[src/rtl/folded_dot_product_acc.sv]
// Folded sigma-signed dot product: reduces LANES +/-J terms per beat through an adder tree
// and accumulates BEATS beats into a single result with valid/ready handshakes.
module folded_dot_product_acc #(
   parameter int unsigned VECTOR_SIZE     = 256,
   parameter int unsigned LANES           = 32,
   parameter int unsigned J_ELEMENT_WIDTH = 4,
   parameter int unsigned J_SIGNED        = 0,
   parameter int unsigned BEATS           = VECTOR_SIZE / LANES,
   parameter int unsigned ACC_WIDTH       = J_ELEMENT_WIDTH + 1 + $clog2(VECTOR_SIZE),
   localparam int unsigned BIDX_W         = (BEATS > 1) ? $clog2(BEATS) : 1
) (
   input  logic                        clk,
   input  logic                        rst,
   input  logic                        in_valid,
   output logic                        in_ready,
   input  logic [LANES-1:0]            sigma,
   input  logic [J_ELEMENT_WIDTH-1:0]  J_chunk [0:LANES-1],
   input  logic                        clear,
   output logic signed [ACC_WIDTH-1:0] dot_out,
   output logic                        out_valid,
   input  logic                        out_ready,
   output logic [BIDX_W-1:0]           beat_idx,
   output logic                        busy
);

   localparam int unsigned W0      = J_ELEMENT_WIDTH + 1;
   localparam int unsigned LVLS    = $clog2(LANES);
   localparam int unsigned SUM_W   = W0 + LVLS;
   localparam int unsigned ACC_MIN = J_ELEMENT_WIDTH + 1 + $clog2(VECTOR_SIZE);

   if (ACC_WIDTH < ACC_MIN) begin : g_acc_width_err
      $error("ACC_WIDTH is smaller than the exact result width");
   end
   if ((LANES == 0) || ((LANES & (LANES - 1)) != 0)) begin : g_lanes_err
      $error("LANES must be a power of two");
   end
   if ((VECTOR_SIZE < LANES) || ((VECTOR_SIZE % LANES) != 0)) begin : g_vsize_err
      $error("VECTOR_SIZE must be a non-zero multiple of LANES");
   end
   if (BEATS != VECTOR_SIZE / LANES) begin : g_beats_err
      $error("BEATS is derived and must not be overridden");
   end

   typedef enum logic {
      StAcc,
      StDone
   } state_e;

   state_e                  r_state, w_state_d;
   logic signed [ACC_WIDTH-1:0] r_acc, w_acc_d;
   logic signed [ACC_WIDTH-1:0] r_dot, w_dot_d;
   logic [BIDX_W-1:0]       r_beat, w_beat_d;
   logic                    r_busy, w_busy_d;

   logic signed [W0-1:0]    w_term [0:LANES-1];
   logic signed [SUM_W-1:0] w_lane_sum;
   logic signed [ACC_WIDTH-1:0] w_lane_ext;
   logic                    w_accept;
   logic                    w_last_beat;

   // Negation is exact in W0 bits, including -(-2^(Jw-1)) for signed J.
   always_comb begin
      for (int l = 0; l < LANES; l++) begin
         logic signed [W0-1:0] ext;
         if (J_SIGNED != 0) begin
            ext = {J_chunk[l][J_ELEMENT_WIDTH-1], J_chunk[l]};
         end else begin
            ext = {1'b0, J_chunk[l]};
         end
         w_term[l] = sigma[l] ? ext : -ext;
      end
   end

   for (genvar lv = 0; lv <= LVLS; lv++) begin : g_lvl
      localparam int unsigned N  = LANES >> lv;
      localparam int unsigned NW = W0 + lv;
      logic signed [NW-1:0] w_node [0:N-1];
      for (genvar k = 0; k < N; k++) begin : g_node
         if (lv == 0) begin : g_leaf
            assign w_node[k] = w_term[k];
         end else begin : g_add
            assign w_node[k] = NW'(g_lvl[lv-1].w_node[2*k]) + NW'(g_lvl[lv-1].w_node[2*k+1]);
         end
      end
   end

   assign w_lane_sum  = g_lvl[LVLS].w_node[0];
   assign w_lane_ext  = ACC_WIDTH'(w_lane_sum);
   assign w_accept    = in_valid && in_ready;
   assign w_last_beat = (r_beat == BIDX_W'(BEATS - 1));

   always_comb begin
      w_state_d = r_state;
      w_acc_d   = r_acc;
      w_dot_d   = r_dot;
      w_beat_d  = r_beat;
      w_busy_d  = r_busy;
      in_ready  = 1'b0;
      out_valid = 1'b0;
      unique case (r_state)
         StAcc: begin
            in_ready = 1'b1;
            // clear wins over a simultaneous beat; that beat is dropped.
            if (clear) begin
               w_acc_d  = '0;
               w_beat_d = '0;
               w_busy_d = 1'b0;
            end else if (w_accept) begin
               if (w_last_beat) begin
                  w_dot_d   = r_acc + w_lane_ext;
                  w_acc_d   = '0;
                  w_beat_d  = '0;
                  w_busy_d  = 1'b0;
                  w_state_d = StDone;
               end else begin
                  w_acc_d  = r_acc + w_lane_ext;
                  w_beat_d = r_beat + BIDX_W'(1);
                  w_busy_d = 1'b1;
               end
            end
         end
         StDone: begin
            out_valid = 1'b1;
            if (out_ready) begin
               w_state_d = StAcc;
            end
         end
         default: begin
            w_state_d = StAcc;
         end
      endcase
   end

   always_ff @(posedge clk) begin
      if (rst) begin
         r_state <= StAcc;
         r_acc   <= '0;
         r_dot   <= '0;
         r_beat  <= '0;
         r_busy  <= 1'b0;
      end else begin
         r_state <= w_state_d;
         r_acc   <= w_acc_d;
         r_dot   <= w_dot_d;
         r_beat  <= w_beat_d;
         r_busy  <= w_busy_d;
      end
   end

   assign dot_out  = r_dot;
   assign beat_idx = r_beat;
   assign busy     = r_busy;

endmodule

[config.mk]
export PLATFORM = sky130hd
export DESIGN_NAME = folded_dot_product_acc
export DESIGN_NICKNAME = d
export VERILOG_FILES = /design/src/rtl/folded_dot_product_acc.sv
export SDC_FILE = /design/constraint.sdc
export NUM_CORES = 1
export LEC_CHECK = 0
export BUFFER_PORTS_ARGS = -buffer_cell sky130_fd_sc_hd__buf_2
export CAP_MARGIN = 20
export CORE_MARGIN = 2
export CORE_UTILIZATION = 50
export CTS_CLUSTER_DIAMETER = 120
export DETAILED_ROUTE_END_ITERATION = 10
export PLACE_DENSITY = 0.72
export SLEW_MARGIN = 20
export SYNTH_ARGS = -nofsm -noshare
export SYNTH_HDL_FRONTEND = slang
export SYNTH_SLANG_ARGS = --single-unit
[constraint.sdc]
create_clock -name clk -period 12.3 [get_ports clk]
set_input_delay 3.075 -clock clk [delete_from_list [all_inputs] [get_ports clk]]
set_output_delay 3.075 -clock clk [all_outputs]
set_load 0.02 [all_outputs]
# == Yosys cells after proc, flatten, opt, wreduce, memory -nomap -nowiden ==
# Cells that the tools add are included.
# Widths: inputs -> output; s select.
# classes
mux,48
bitwise,2
reduce_logical,4
n_eq_ne,1
n_mul,0
addsub,65
magnitude_cmp,0
shift,0
div_mod_pow,0
# op_table
operator,n
$mux 5,32
$neg 4->5,32
$add 5x5->6,16
$add 6x6->7,8
$mux 13,3
$add 7x7->8,4
$add 8x8->9,2
$add 13x10->13,1
$add 9x9->10,1
$mux 1,9
$mux 3,3
$reduce_and 4->1,1
$add 3x1->3 const B,1
$eq 3x3->1 const B,1
$not 1->1,2
$pmux 1 s2,1
$reduce_and 2->1,1
$reduce_bool 2->1,1
$logic_and 1x1->1,1
# word_totals
latch_bits,0
inputBits,165
regBits,31
ramBits,0
mem_bits_ro,0
mem_count,0
wordCells,125
output_inout_bits,19

# == Depth between registers and ports, before layout ==
# logic_depth
word_depth,11
depth_mapped,27
depth_no_buf,27

# == Worst setup path before layout ==
# OpenSTA, ideal clock, no wires.
# synth_path
path_type,input to register
startpoint,input J_chunk[32] (netlist name)
endpoint,register r_acc[12]
slack_ns,2.520
path_buffers,0
t_required_ns,12.170
stages,24
setup_ns,0.130
arrival_ns,9.650
cell_sequence,inv_1 > ha_1 > nor3b_1 > or2_2 > fa_1 > inv_1 > fa_1 > inv_1 > fa_1 > fa_1 > inv_1 > fa_1 > fa_1 > fa_1 > inv_1 > fa_1 > inv_1 > ha_1 > o21ai_1 > o21bai_1 > o41ai_2 > o21ai_1 > xnor3_1 > o22ai_1
# synth_via
elab_chain_len,11
# synth_rtl
item,line,rtl
from (decl),17,"input logic [J_ELEMENT_WIDTH-1:0] J_chunk [0:LANES-1],"
$neg 4->5,70,w_term[l] = sigma[l] ? ext : -ext;
$mux 5 (*),70,
$add 5x5->6 (*),82,assign w_node[k] = NW'(g_lvl[lv-1].w_node[2*k]) + NW'(g_lvl[lv-1].w_node[2*k+1]);
$add 6x6->7 (*),82,
$add 7x7->8 (*),82,
$add 8x8->9 (*),82,
$add 9x9->10 (*),82,
$add 13x10->13 (*),116,w_acc_d = r_acc + w_lane_ext;
$mux 13 (*),109,if (w_last_beat) begin
$mux 13 (*),108,end else if (w_accept) begin
$mux 13 (*),104,if (clear) begin
to (signal assigned),143,r_acc <= w_acc_d;
to (decl),50,"logic signed [ACC_WIDTH-1:0] r_acc, w_acc_d;"
# Every way passes the cells marked *; elsewhere a longest branch is shown, timed or not. The select of a mux whose other input is x is not followed.
# A chain may end at the register's enable or synchronous reset.

# == Final worst setup path ==
# layout_path
startpoint,input J_chunk[32] (netlist name)
endpoint,"register r_dot[12], in the netlist dot_out[12]"
# layout_via
elab_chain_len,8
# layout_rtl
item,line,rtl
$neg 4->5,70,
$mux 5 (*),70,
$add 5x5->6 (*),82,
$add 6x6->7 (*),82,
$add 7x7->8 (*),82,
$add 8x8->9 (*),82,
$add 9x9->10 (*),82,
$add 13x10->13 (*),110,w_dot_d = r_acc + w_lane_ext;
to (signal assigned),144,r_dot <= w_dot_d;
to (decl),51,"logic signed [ACC_WIDTH-1:0] r_dot, w_dot_d;"
# Every way passes the cells marked *; elsewhere a longest branch is shown, timed or not.

==> qor.csv <==
metric,value,unit
routed_wl,18.2,mm
antenna_cells,0,
crit_path_start_kind,input pin,
worstPathRequired,12.50,ns
vias_per_cell,4.74,
grt_max_degree,30,
cp_slowest_cell,fa_1,
worst_pin_slew,0.818,ns
drc,0,
synth_top_cell_by_area,fa_1,
ant_nets,0,
postCtsSetupRepairBufs,0,
worstPathArrival,10.29,ns
gp_congestion,0.865,
firstDrtPassIters,4,
run_status,completed,
via_count,6483,
cts.hold.buffers_added,0,
hold_class,register to register,
syn_area,0.00905,sq mm
htree_levels,2,
placed_area,0.0102,sq mm
cts_root_buffer,clkbuf_16,
relSlewSlack,45.3,%
die_height,139,um
cpMostUsedCell,fa_1,
cp-end-kind,register,
yosysMostFrequentCell,inv_1,
synth.top_cells.by_area,"fa_1, inv_1, ha_1",
rows,49,
period_share,82.0,%
rsz0062_at_grt,false,
cts_buffers,5,
io_buffer_count,183,
design_area,0.0104,sq mm
finish.net_count,1572,
routedWlPerCell,13.3,um
cts_buffer_depth,2,
pin_count,184,
synth_common_cells,"inv_1, fa_1, nor2_1",
yosysSeqAreaShare,6.86,%
synth_nets,1389,
grt_pass1_vias,6901,
start_util,50.7,%
drv_cap,0,
fmax,99.2,MHz
path_delay_family,adder cells,
area_delta_synth_final,14.9,%
drive_above_1_share,19.8,%
drtIter0Drc,193,
synth_area_per_cell,9.47,sq um
core_area,0.0178,sq mm
synth_cells,956,
layout_min_cycle_time,10.08,ns
cts_tree,yes,
async_flop_share,0,%
n_fill_cell,1555,
synth-warning-count,0,
synthDistinctLibCells,42,
critPathMaxStageDelay,0.65,ns
stdcell_count,1369,
grt-ovfl-total,0,
placedCellCount,1361,
path_max_fanout,6,
post_cts_resized,0,
synthFlopType,dfxtp_1,
holdWs,0.460,ns
maxSlewViolCount,0,
clock-sinks,31,
setup_viol,0,
fin_skew,0.00289,ns
yosysTopAreaCellShare,46.0,%
clk_pin_slew_worst_paths,0.05,ns
clock_latency,0.27,ns
path_buf_inv,7,
die_w,139,um
dp_hpwl,17.1,mm
grt_use_total,20.0,%
antenna_found_initial,0,
finalHoldViolCount,0,
synth-edff-count,0,
setup_tns,0,ns
crit_type,input pin to register,
dieArea,0.0192,sq mm
synth-seq-cells,31,
grt_pass1_wl,31.7,mm
[layout by cell type (no fill, tap or decap), drive strengths merged, types with 7 or more instances in the layout]
cell     n
xnor2   48
fa     208
nor3b    7
nor2   108
a21o    24
ha      60
inv    267
buf    185
a21oi   22
xor2    38
nand2   24
a22oi   12
o21ai    7
mux2    20
mux2i   13
nor3    32
dfxtp   31
[kinds of logic (layout without fill, tap and decap cells)]
family                     after synthesis  in the layout  share of synthesized area (%)
muxes                                   33             33                           3.93
DFF                                     31             31                           6.86
buffers and inverters                  276            460                           11.5
AOI/OAI and AO/OA                       78             78                           6.22
xor gates and xnor gates                87             87                           8.57
and+or+nand+nor                        183            183                           8.61
adders and majority gates              268            268                           54.3
[worst reg2reg max path, cell delays in order, from the launching register on]
cell	delay (ns)
dfxtp_1	0.32
fa_1	0.50
fa_1	0.52
fa_1	0.53
fa_1	0.54
fa_1	0.55
inv_1	0.06
fa_1	0.51
fa_1	0.55
inv_1	0.06
fa_1	0.47
ha_1	0.25
fa_1	0.41
a21o_1	0.21
a21oi_2	0.19
o21bai_2	0.11
a2111oi_4	0.49
or3_1	0.17
a31oi_1	0.07
[path summary, 6_finish.rpt]
path / start / slack (ns) / depth (start not counted) / end
max: J_chunk[32] / 2.22 / 25 / dot_out[12]
min: dot_out[5] / 0.46 / 2 / dot_out[5]
max reg2reg: r_acc[3] / 5.65 / 18 / dot_out[11]
min reg2reg: dot_out[5] / 0.46 / 2 / dot_out[5]
[per-stage QoR]
step	utilization, %	setup WS [ns]
after detailed placement	57.3	1.94
after floorplan	-	2.52
after global placement	57.3	2.02
after CTS	58.3	2.19
after global routing	58.3	1.87
final	58.3	2.22
[metal layers]
metal  share of wire [%]  vias up  global-route usage, %  wire length, um
met5                   0        -                      0                0
met4                0.75        0                   2.04              136
met3                 4.4       12                   2.42              808
met2                  51      135                   35.1             9350
met1                  43     3128                   27.9             7900
li1                    -     3208                      -                -
[cell type report]
cell class                      instances  area, sq um  share of cell area (%)
Inverter                              267         1000                    9.63
Timing Repair Buffer                  185          931                    8.95
Clock buffer                            6          139                    1.34
Sequential cell                        31          621                    5.97
Tap cell                              229          287                    2.75
Multi-Input combinational cell        649         7390                    71.0
Clock inverter                          2         35.0                   0.337
[state kept, by name (all words and copies together) (netlist names)]
signal and cells:
dot_out 13, r_acc 13, beat_idx 3, busy 1
r_state 1
Power is not shown: default switching activity piles up to over one toggle a cycle in this logic, so the estimate is an artifact.
